## config.mk

```make
export PLATFORM = sky130hd
export DESIGN_NAME = ac_iq_probe
export DESIGN_NICKNAME = d
export VERILOG_FILES = /design/src/rtl/ac_iq_probe.sv
export SDC_FILE = /design/constraint.sdc
export NUM_CORES = 2
export LEC_CHECK = 0
export ABC_CLOCK_PERIOD_IN_PS = 10260
export BUFFER_PORTS_ARGS = -buffer_cell sky130_fd_sc_hd__buf_2
export CORE_UTILIZATION = 55
export CTS_CLUSTER_SIZE = 8
export DETAILED_ROUTE_END_ITERATION = 8
export PLACE_DENSITY = 0.72
export SYNTH_ARGS = -nofsm -noshare
export SYNTH_HDL_FRONTEND = slang
export SYNTH_SLANG_ARGS = --single-unit
```

## constraint.sdc

```tcl
create_clock -name clk -period 10.26 [get_ports clk]
set_clock_uncertainty 0.15 [all_clocks]
set_input_delay 1.026 -clock clk [delete_from_list [all_inputs] [get_ports clk]]
set_output_delay 1.026 -clock clk [all_outputs]
set_load 0.02 [all_outputs]
```

## src/rtl/ac_iq_probe.sv

```systemverilog
// I/Q probe: correlates a sample stream against reference cos/sin over 2^LOG2N beats
// and presents the window average on a valid/ready output.
module ac_iq_probe #(
    parameter int unsigned DW    = 16,
    parameter int unsigned LOG2N = 8
) (
    input  logic                 clk,
    input  logic                 rst,
    input  logic                 start,
    input  logic                 s_valid,
    output logic                 s_ready,
    input  logic signed [DW-1:0] s_data,
    input  logic signed [DW-1:0] ref_cos,
    input  logic signed [DW-1:0] ref_sin,
    output logic                 m_valid,
    input  logic                 m_ready,
    output logic signed [2*DW-1:0] m_i,
    output logic signed [2*DW-1:0] m_q,
    output logic                 busy
);

    localparam int unsigned PW = 2 * DW;
    localparam int unsigned AW = 2 * DW + LOG2N;
    localparam logic [LOG2N-1:0] CntLast = '1;

    typedef enum logic [1:0] {StIdle, StAcc, StOut} state_t;

    state_t                 state_q, state_d;
    logic signed [AW-1:0]   acc_i_q, acc_i_d;
    logic signed [AW-1:0]   acc_q_q, acc_q_d;
    logic [LOG2N-1:0]       cnt_q, cnt_d;
    logic signed [PW-1:0]   m_i_q, m_i_d;
    logic signed [PW-1:0]   m_q_q, m_q_d;

    logic signed [PW-1:0]   prod_i, prod_q;
    logic signed [AW-1:0]   sum_i, sum_q;
    logic signed [AW-1:0]   shr_i, shr_q;
    logic                   beat;

    // Operands are sign-extended to PW before multiplying, so -2^(DW-1) squared fits.
    assign prod_i = s_data * ref_cos;
    assign prod_q = s_data * ref_sin;

    assign sum_i = acc_i_q + {{LOG2N{prod_i[PW-1]}}, prod_i};
    assign sum_q = acc_q_q + {{LOG2N{prod_q[PW-1]}}, prod_q};

    assign shr_i = sum_i >>> LOG2N;
    assign shr_q = sum_q >>> LOG2N;

    assign s_ready = (state_q == StAcc);
    assign m_valid = (state_q == StOut);
    assign busy    = (state_q != StIdle);
    assign beat    = s_valid & s_ready;
    assign m_i     = m_i_q;
    assign m_q     = m_q_q;

    always_comb begin
        state_d = state_q;
        acc_i_d = acc_i_q;
        acc_q_d = acc_q_q;
        cnt_d   = cnt_q;
        m_i_d   = m_i_q;
        m_q_d   = m_q_q;
        unique case (state_q)
            StIdle: begin
                if (start) begin
                    acc_i_d = '0;
                    acc_q_d = '0;
                    cnt_d   = '0;
                    state_d = StAcc;
                end
            end
            StAcc: begin
                if (beat) begin
                    acc_i_d = sum_i;
                    acc_q_d = sum_q;
                    cnt_d   = cnt_q + 1'b1;
                    if (cnt_q == CntLast) begin
                        state_d = StOut;
                        m_i_d   = shr_i[PW-1:0];
                        m_q_d   = shr_q[PW-1:0];
                    end
                end
            end
            StOut: begin
                if (m_ready) begin
                    state_d = StIdle;
                end
            end
            default: state_d = StIdle;
        endcase
    end

    always_ff @(posedge clk) begin
        if (rst) begin
            state_q <= StIdle;
            acc_i_q <= '0;
            acc_q_q <= '0;
            cnt_q   <= '0;
            m_i_q   <= '0;
            m_q_q   <= '0;
        end else begin
            state_q <= state_d;
            acc_i_q <= acc_i_d;
            acc_q_q <= acc_q_d;
            cnt_q   <= cnt_d;
            m_i_q   <= m_i_d;
            m_q_q   <= m_q_d;
        end
    end

endmodule

```

==> results.toml <==
[run_status]
status = "complete, no violations"

[floorplan]
io_pins = 120
std_cell_rows = 83
chipHeight_um = 231.5
fp.coreArea_sq_um = 51610
die_area_sq_um = 53570
start_util = 0.5611
die_x_um = 231.5

[synthesis]
synth_area_sq_um = 28960
synth_area_leaders = "fa_1 36%, ha_1 11%, dfxtp_1 11%"
yosys.area_share.simple = 0.1638
synthFlopType = "dfxtp_1"
synth_edf_count = 0
synth-seq-cells = 154
synth_fa_ha_area_frac = 0.4721
synth.area.mux_share = 0
synth_top_family_by_area = "adder cells"
synthArstFlopShare = 0
synth_cells = 3335
yosysTopAreaCell = "fa_1"
synth.avg_cell_area_sq_um = 8.683
ys_seq_area_frac = 0.1065
syn_nets = 4165
ys_types = 69
synthXorXnorAreaFrac = 0.04386
synth-compound-area-share = 0.1170
yosys_warnings = 0
synth_top_cell_area_share = 0.3636

[final_layout]
drive_above_1_share = 0.05631
multiInputGateArea_sq_um = 23100
mostFrequentLayoutCells = "610 x inv_1, 526 x fa_1, 402 x nand2_1, 251 x ha_1, 249 x and2_1"
area.growth.synth_to_final_pct = 6.045
regArea_sq_um = 3083
fin_nets = 4193
final_common_cell = "inv_1"
fillers = 4555

[global_route]
grt_usage = 0.2767
overflow = 0
antenna_found_initial = 5
grt_pass1_vias = 24280
grt_pass1_wl_mm = 119.4
grt_max_degree = 68

[min_path]
whs_path_depth = 2
worstHoldPathType = "register to register"

[clock_tree]
insertion_delay_ps = 440
tritoncts = "yes"
cts-resized-gates = 0
post_cts_buffers = 0
cts_buffers = 17
htreeDepth = 4
cts-root-buf = "clkbuf_16"
cts_hold_buf = 0
clkTransAtPathRegs_ps = 60
cts_buffer_depth = 2
cts_sinks = 154

[drt]
drt_iter0_drc = 1098
drc = 0
vias_per_cell = 5.545
drt-total-wl_mm = 70.38
wire_per_inst_um = 17.35
drtPass1Iterations = 5
ant_nets = 0
vias = 22490

[placed_design]
place.gp.congestion = 0.9268
dp_hpwl_mm = 57.16
port_buffers = 119

[setup_path]
cp.arrival_ps = 9640
critPathMaxFanout = 32
end_kind = "register"
r2r_cells = 14
startpoint_type = "primary input"
cpMostUsedCell = "fa_1"
path_class = "primary input to register"
worst-endpoint-required_ps = 10440
slowest_stage = "a2111oi_0"
critical-path-max-stage-delay_ps = 640

[timing]
setup_tns_ps = 0
period_share = 0.9225
fmax_mhz = 105.7
setup_viol = 0
worst_pin_slew_ps = 926.9
hold_violations = 0
relSlewSlack = 0.3787
rsz0062_at_grt = "false"
min_period_ps = 9465
final_max_slew_viol_count = 0

[run]
drv_cap = 0
==> final timing paths <==
| path | startpoint | end | slack [ps] |
|---|---|---|---|
| setup / recovery | s_data[9] | acc_q_q[39] | 790 |
| hold / removal | m_i[9] | m_i[9] | 300 |
| setup reg to reg | acc_i_q[0] | m_i[30] | 6400 |
| hold reg to reg | m_i[9] | m_i[9] | 300 |
==> metrics by stage <==
| stage | hold slack, ps | utilization | setup slack [ps] | cell area (sq um) | instances |
|---|---|---|---|---|---|
| 3_3_place_gp | 290.0 | 0.5831 | 499.6 | 30100 | 4024 |
| 6_report | 299.2 | 0.5950 | 794.8 | 30710 | 4056 |
| 2_1_floorplan | 281.5 | - | 1372 | 28960 | 3335 |
| 3_5_place_dp | 293.3 | 0.5831 | 454.6 | 30100 | 4024 |
| 5_1_grt | 328.4 | 0.5950 | 195.1 | 30710 | 4056 |
| 4_1_cts | 302.1 | 0.5949 | 876.1 | 30700 | 4054 |
==> critical path, delay by kind of cell <==
kind,cells,cell delay [ps]
AOI/OAI and AO/OA,15,3300
adders and majority gates,8,3730
buffers and inverters,4,730
xor gates and xnor gates,1,130
and+or+nand+nor,3,720
==> registers in the layout, indices dropped and copies added, names as in the netlist <==
name	count
acc_i_q	40
acc_q_q	40
m_i	32
m_q	32
cnt_q	8
state_q	2
==> kinds of logic (layout without fill, tap and decap cells) <==
| kind of cell | Yosys count | in the layout |
|---|---|---|
| and+or+nand+nor | 996 | 996 |
| adders and majority gates | 777 | 777 |
| buffers and inverters | 744 | 783 |
| AOI/OAI and AO/OA | 519 | 519 |
| DFF | 154 | 154 |
| xor gates and xnor gates | 145 | 145 |
| other | 0 | 2 |
==> Yosys cell counts, drive strengths merged, types with 3 or more instances <==
cell type and count:
inv 610, fa 526, nand2 403, ha 251
and2 250, a21oi 182, nor2 174, dfxtp 154
clkbuf 127, xnor2 109, o21ai 74, a21o 56
a22oi 44, xor2 36, nand3 35, nand2b 30
o21a 29, o21bai 29, nor2b 24, a22o 20
a211oi 19, nor3 19, nand4 17, and3 13
or3 13, a31oi 11, buf 7, o31ai 7
o211ai 6, a21boi 5, nor4 5, nand3b 4
a311oi 3, a32oi 3, a41o 3, o31a 3
o41ai 3, or4 3
==> cell type report <==
type	count	area share
Multi-Input combinational cell	2437	0.7521
Sequential cell	154	0.1004
Inverter	610	0.07456
Tap cell	680	0.02771
Timing Repair Buffer	143	0.02534
Clock buffer	19	0.01410
Clock inverter	11	0.005623
Antenna cell	2	0.0001630
==> routing by layer <==
metal	global-route usage	vias up	wire (um)
met2	0.4945	565	36710
met5	0	-	33
li1	-	10470	-
met3	0.03605	140	3032
met4	0.09934	6	2200
met1	0.3401	11310	28400
Power is not shown: default switching activity piles up to over one toggle a cycle in this logic, so the estimate is an artifact.
